[config.mk]
export PLATFORM = sky130hd
export DESIGN_NAME = cikis_paketleyici
export DESIGN_NICKNAME = d
export VERILOG_FILES = /design/src/rtl/cikis_paketleyici.sv
export SDC_FILE = /design/constraint.sdc
export NUM_CORES = 1
export LEC_CHECK = 0
export ABC_AREA = 1
export CORE_MARGIN = 3
export CORE_UTILIZATION = 40
export DETAILED_ROUTE_END_ITERATION = 10
export SKIP_LAST_GASP = 1
export SLEW_MARGIN = 10
export SYNTH_ARGS = -nofsm -noshare
export SYNTH_HDL_FRONTEND = slang
export SYNTH_SLANG_ARGS = --single-unit
[constraint.sdc]
create_clock -name clk_i -period 8.5 [get_ports clk_i]
set_input_delay 0.85 -clock clk_i [delete_from_list [all_inputs] [get_ports clk_i]]
set_output_delay 0.85 -clock clk_i [all_outputs]
set_load 0.02 [all_outputs]
[src/rtl/cikis_paketleyici.sv]
`default_nettype none
// ============================================================================
// Module   : cikis_paketleyici
// Purpose  : Packs 8-bit pixels into 32-bit words and queues them in a FIFO
//            for a valid/ready consumer. Optional feature macro:
//            PAKETLEYICI_TASMA_SAYACI_EN (saturating dropped-word counter).
// Revision : 1.0 - initial release
// ============================================================================
module cikis_paketleyici #(
  parameter int GENISLIK      = 320,
  parameter int YUKSEKLIK     = 240,
  parameter int FIFO_DERINLIK = 8
) (
  input  logic        clk_i,
  input  logic        rstn_i,
  input  logic        veri_etkin_i,
  input  logic [7:0]  veri_i,
  output logic        paket_gecerli_o,
  input  logic        paket_hazir_i,
  output logic [31:0] paket_o,
  output logic        paket_son_o,
  output logic        tasma_o,
  output logic [15:0] tasma_sayisi_o
);

  localparam int              c_AW         = (FIFO_DERINLIK > 1) ? $clog2(FIFO_DERINLIK) : 1;
  localparam logic [16:0]     c_SON_PIKSEL = 17'(GENISLIK * YUKSEKLIK - 1);
  localparam logic [c_AW:0]   c_DERINLIK   = (c_AW + 1)'(FIFO_DERINLIK);

  logic [16:0]     r_piksel_sayac;
  logic [23:0]     r_birikim;
  logic [32:0]     r_bellek [FIFO_DERINLIK];
  logic [c_AW-1:0] r_yaz_ptr;
  logic [c_AW-1:0] r_oku_ptr;
  logic [c_AW:0]   r_doluluk;
  logic            r_tasma;

  logic [1:0]  w_bayt;
  logic        w_son_piksel;
  logic [31:0] w_kelime;
  logic        w_push_istek;
  logic        w_dolu;
  logic        w_bos;
  logic        w_pop;
  logic        w_push;
  logic        w_dusur;
  logic [32:0] w_cikis;

  assign w_bayt       = r_piksel_sayac[1:0];
  assign w_son_piksel = (r_piksel_sayac == c_SON_PIKSEL);

  // Current partial word with the incoming pixel merged into its byte lane
  always_comb begin
    w_kelime = {8'h00, r_birikim};
    case (w_bayt)
      2'd0:    w_kelime[7:0]   = veri_i;
      2'd1:    w_kelime[15:8]  = veri_i;
      2'd2:    w_kelime[23:16] = veri_i;
      default: w_kelime[31:24] = veri_i;
    endcase
  end

  // A frame whose size is not a multiple of 4 still flushes its tail word
  assign w_push_istek = veri_etkin_i && ((w_bayt == 2'd3) || w_son_piksel);
  assign w_dolu       = (r_doluluk == c_DERINLIK);
  assign w_bos        = (r_doluluk == '0);
  assign w_pop        = !w_bos && paket_hazir_i;
  assign w_push       = w_push_istek && (!w_dolu || w_pop);
  assign w_dusur      = w_push_istek && w_dolu && !w_pop;

  always_ff @(posedge clk_i) begin
    if (!rstn_i) begin
      r_piksel_sayac <= '0;
      r_birikim      <= '0;
    end else if (veri_etkin_i) begin
      r_piksel_sayac <= w_son_piksel ? 17'd0 : r_piksel_sayac + 17'd1;
      r_birikim      <= w_push_istek ? 24'h0 : w_kelime[23:0];
    end
  end

  always_ff @(posedge clk_i) begin
    if (w_push) begin
      r_bellek[r_yaz_ptr] <= {w_son_piksel, w_kelime};
    end
  end

  always_ff @(posedge clk_i) begin
    if (!rstn_i) begin
      r_yaz_ptr <= '0;
      r_oku_ptr <= '0;
      r_doluluk <= '0;
      r_tasma   <= 1'b0;
    end else begin
      if (w_push) r_yaz_ptr <= r_yaz_ptr + 1'b1;
      if (w_pop)  r_oku_ptr <= r_oku_ptr + 1'b1;
      case ({w_push, w_pop})
        2'b10:   r_doluluk <= r_doluluk + 1'b1;
        2'b01:   r_doluluk <= r_doluluk - 1'b1;
        default: r_doluluk <= r_doluluk;
      endcase
      if (w_dusur) r_tasma <= 1'b1;
    end
  end

  // Outputs are forced to zero while empty so stale memory never shows
  assign w_cikis         = r_bellek[r_oku_ptr];
  assign paket_gecerli_o = !w_bos;
  assign paket_o         = w_bos ? 32'h0 : w_cikis[31:0];
  assign paket_son_o     = !w_bos && w_cikis[32];
  assign tasma_o         = r_tasma;

`ifdef PAKETLEYICI_TASMA_SAYACI_EN
  logic [15:0] r_tasma_sayisi;

  always_ff @(posedge clk_i) begin
    if (!rstn_i) begin
      r_tasma_sayisi <= '0;
    end else if (w_dusur && (r_tasma_sayisi != 16'hFFFF)) begin
      r_tasma_sayisi <= r_tasma_sayisi + 16'd1;
    end
  end

  assign tasma_sayisi_o = r_tasma_sayisi;
`else
  assign tasma_sayisi_o = 16'h0000;
`endif

endmodule
`default_nettype wire

# Word level (Yosys, flattened, before mapping)
# Memory sizes are Yosys's and may differ from the RTL's. A register that Yosys moved wholly into a read port is not among the register bits.
# Index checks and enable logic that the tools add are counted.
[totals] regBits=52 in_bits=12 romBits=0 mem_bits_rw=264 n_memories=1 latchBits=0 word_cells=46
[op_classes] n_bitwise=0 n_shift=0 addsub=5 n_mux=12 magnitude_cmp=0 n_eq_ne=7 mul=0 n_div=0 n_reduce_logical=15
[mem_list] memory="r_bellek" depth=8 word_bits=33 read_ports=1 rd_ports_with_merged_regs=1 wr=1 line_no="32" source="logic [32:0] r_bellek [FIFO_DERINLIK];"
[op_table] op="$mux W32" count=1
[op_table] op="$mux W8" count=4
[op_table] op="$mux W24" count=1
[op_table] op="$add A17 B1 Y17 const B" count=1
[op_table] op="$eq A17 B17 Y1 const B" count=1
[op_table] op="$mux W17" count=1
[op_table] op="$pmux W4 S2" count=1
[op_table] op="$add A3 B1 Y3 const B" count=2
[op_table] op="$eq A2 B2 Y1 const B" count=3
[op_table] op="$logic_and A1 B1 Y1" count=6
[op_table] op="$mux W3" count=2
[op_table] op="$add A4 B1 Y4 const B" count=1
[op_table] op="$eq A2 B1 Y1 const B" count=2
[op_table] op="$eq A4 B4 Y1 const B" count=1
[op_table] op="$logic_not A4 Y1" count=1
[op_table] op="$sub A4 B1 Y4 const B" count=1
[op_table] op="$logic_not A1 Y1" count=3
[op_table] op="$reduce_or A3 Y1" count=1
[op_table] op="$logic_not A2 Y1" count=1
[op_table] op="$logic_or A1 B1 Y1" count=2
[op_table] op="$mux W1" count=2
[op_table] op="$reduce_bool A2 Y1" count=1

# Longest topological paths before layout
[logic_depth] depth_word=7 depth_mapped=13 ltp_nobuf=13

# Least setup slack after synthesis
# Ideal clock, no wire load.
[synth_path] kind="input-to-reg" start="input veri_etkin_i" end="memory r_bellek[0][0] (enable)" stages=7 arrival_ps=2833 setup_slack_ps=5244 setup_ps=423 cell_sequence="buf_4 -> nand2_4 -> clkinv_2 -> nand2_1 -> inv_1 -> nand2_1 -> nor2_1"
[synth_via] elab_chain_len=4
[synth_rtl] item="from (decl)" line_no="16" source="input logic veri_etkin_i,"
[synth_rtl] item="$logic_and A1 B1 Y1" line_no="64" source="assign w_push_istek = veri_etkin_i && ((w_bayt == 2'd3) || w_son_piksel);"
[synth_rtl] item="$logic_and A1 B1 Y1" line_no="68" source="assign w_push = w_push_istek && (!w_dolu || w_pop);"
[synth_rtl] item="$mux W1" line_no="82" source="if (w_push) begin"
[synth_rtl] item="$mux W1 (not written as such)" line_no="83" source="r_bellek[r_yaz_ptr] <= {w_son_piksel, w_kelime};"
[synth_rtl] item="to (decl)" line_no="32"
# Every way passes these cells.

==> flow_metrics.tcl <==
set metrics [dict create \
    tns_ns 0 \
    max_slew_margin_pct 18.7 \
    outcome "finished clean" \
    power.density_nw_per_um2 308 \
    finalSetupViolations 0 \
    cp-end-kind "output port" \
    drt_iter0_drc 820 \
    synth_top_area_cell "edfxtp_1" \
    worstSkewPairLatency_ns 0.52 \
    drc 0 \
    hp-class "flop to flop" \
    holdPathStages 2 \
    power.leakage_nw 5.23 \
    setup.worst_path.start_class "flop" \
    clockRootBuffer "clkbuf_16" \
    num_vias 8733 \
    antenna_found_initial 1 \
    synth-seq-cells 319 \
    port_buffers 46 \
    areaGrowthSynthToFinish_pct 13.5 \
    grt_pass1_vias 8483 \
    synthCells 1205 \
    numCtsBuffers 35 \
    peakVddDrop_v 0.000153 \
    coreArea_um2 32800 \
    p_sw_w 0.00158 \
    period_minus_slack_ns 4.30 \
    grt_max_degree 111 \
    htree_levels 2 \
    die_area_um2 35700 \
    reg2reg_from "r_piksel_sayac[1]$_SDFFE_PN0P_" \
    synth.top_cell.area_share_pct 59.2 \
    ff2ff_path_depth 7 \
    die_w_um 189 \
    die_y_um 189 \
    drt-pass1-iter-count 7 \
    intPower_w 0.00310 \
    critPathMaxFanout 110 \
    cts.sinks 319 \
    ctsResizeCount 0 \
    postCtsSetupBuffers 0 \
    hold_violations 0 \
    rsz0062_at_grt "false" \
    n_antenna_cell 0 \
    r2r-end "r_bellek[4][16]$_DFFE_PP_" \
    place_congestion 0.814 \
    swShare_pct 33.8 \
    hpwl_mm 16.4 \
    hold_buffers 0 \
    regToRegSetupSlack_ns 5.71 \
    grt.overflow.total 0 \
    drtAntennaViolNets 0 \
    crit_type "flop to output port" \
    final_layout_size_suffix_gt1_share_pct 7.74 \
    ys_seq_area_share_pct 67.5 \
    core.rowCount 66 \
    cts_tree "yes" \
    clockBufferDepth 3 \
    wirelength_mm 29.3 \
    syn_avg_cell_area_um2 11.1 \
    worstPathArrival_ns 3.45 \
    power_frac_comb_pct 31.9 \
    grt_pass1_wl_mm 46.6 \
    start_util_pct 40.8 \
    synth_area_um2 13400 \
    cp.required_ns 7.65 \
    p_seq_share_pct 38.0 \
    period_share_pct 50.6 \
    synth.area.top_cells "edfxtp_1, nor2_1, dfxtp_1" \
    yosysWarnings 0 \
    nets 1246 \
    fin_hold_ws_ns 0.449 \
    slew_violations 0 \
    path_clk_slew_ns 0.05 \
    yosysUniqueCellTypes 37 \
    skew_ns 0.0216 \
    clockPowerShare_pct 30.1 \
    max-cap-violations 0 \
    timing.fmax_ghz 0.232 \
    viasPerCell 5.15 \
    worstMarginPinSlew_ns 1.21 \
    hold_start "r_oku_ptr[2]$_SDFFE_PN0N_" \
    grtUsageTotal_pct 16.5 \
    io_pins 63 \
    routedWlPerCell_um 17.3 \
]
## layer usage
metal  vias to the layer above  wire length (um)  global-route usage, %
li1                       4232                 -                      -
met1                      4216             13200                   22.9
met2                       236             13600                   27.1
met3                        49              1840                   2.52
met4                         0               685                   4.90
met5                         -                 0                      0
## cell type report
class	count	area, um2
fillers	2983	17600
multi-input cells	758	3760
repair buffers	56	536
clock buffers	53	1000
clock inverters	11	76.3
well taps	442	553
flip-flops and latches	319	9040
inverters	56	214
## sequential cells by signal, summed over array words and instances (netlist names), named ones only
signal          count
r_oku_ptr           3
r_yaz_ptr           3
tasma_o             1
r_doluluk           4
r_piksel_sayac     17
r_birikim          24
r_bellek          264
## per-stage QoR
stage | setup WS [ns] | total power (W) | util [%] | cells | area, um2
floorplan | 5.24 | 0.00282 | - | 1220 | 13400
global placement | 4.65 | 0.00330 | 43.0 | 1631 | 14100
detailed placement | 4.60 | 0.00332 | 43.0 | 1631 | 14100
CTS | 4.16 | 0.00474 | 46.3 | 1695 | 15200
global route | 3.91 | 0.00497 | 46.3 | 1695 | 15200
finish | 4.20 | 0.00468 | 46.3 | 1695 | 15200
## kinds of logic after synthesis
family          share of synthesized area [%]
buf+inv                                  5.29
other cells                            0.0280
xor+xnor                                0.458
flops                                    67.5
compound gates                           11.3
mux                                     0.926
simple gates                             13.7
fa+ha+maj                               0.748
## worst max-delay path: stages (launching register included)
cell	delay (ns)
dfxtp_4	0.51
buf_4	0.89
nor2_1	0.12
nor2_1	0.11
o21ai_0	0.12
o21ai_1	0.10
o21ai_0	0.09
nor2_1	0.29
clkdlybuf4s50_1	0.67
## synthesized netlist by cell type (all sizes together)
| cell | number |
|---|---|
| nand4 | 8 |
| a21oi | 36 |
| o32ai | 33 |
| conb | 1 |
| nor3 | 5 |
| xnor2 | 1 |
| nor3b | 6 |
| clkinv | 2 |
| xor2 | 6 |
| nand3 | 24 |
| mux2 | 11 |
| buf | 56 |
| ha | 8 |
| a211oi | 13 |
| nor2 | 312 |
| o21ai | 186 |
| nor4 | 1 |
| a31oi | 1 |
| edfxtp | 264 |
| dfxtp | 55 |
| nand2 | 91 |
| clkbuf | 31 |
| inv | 54 |
## cells in the final DEF (no fill, tap or decap), types with 13 or more instances in the layout
master,Yosys,routed
o32ai_1,33,33
nand2_1,85,85
clkbuf_1,31,13
o21ai_0,149,148
conb_1,1,16
inv_1,53,53
clkdlybuf4s50_1,0,46
edfxtp_1,264,264
nand3_1,24,24
a211oi_1,13,13
o21ai_1,36,37
nor2_1,308,300
dfxtp_1,55,52
a21oi_1,36,36
clkbuf_16,0,36
## power by group through the flow
| stage | clock, W | sequential [W] | combinational, W |
|---|---|---|---|
| final | 0.00141 | 0.00178 | 0.00149 |
| after global routing | 0.00152 | 0.00178 | 0.00166 |
| after CTS | 0.00145 | 0.00178 | 0.00152 |
| after detailed placement | 0 | 0.00181 | 0.00151 |
| after global placement | 0 | 0.00181 | 0.00149 |
| after floorplan | 0 | 0.00177 | 0.00105 |
## how the worst max path moves through the flow
| stage | from | to | slack (ns) | cells after the start |
|---|---|---|---|---|
| finish | flop | paket_o[13] | 4.20 | 8 |
| global route | flop | paket_o[13] | 3.91 | 8 |
| CTS | flop | paket_son_o | 4.16 | 7 |
| detailed placement | veri_etkin_i | r_bellek[4][22]$_DFFE_PP_ | 4.60 | 7 |
| global placement | veri_etkin_i | r_bellek[0][24]$_DFFE_PP_ | 4.65 | 7 |
| floorplan | veri_etkin_i | r_bellek[0][0]$_DFFE_PP_ | 5.24 | 7 |
(Power assumes the default switching activity.)
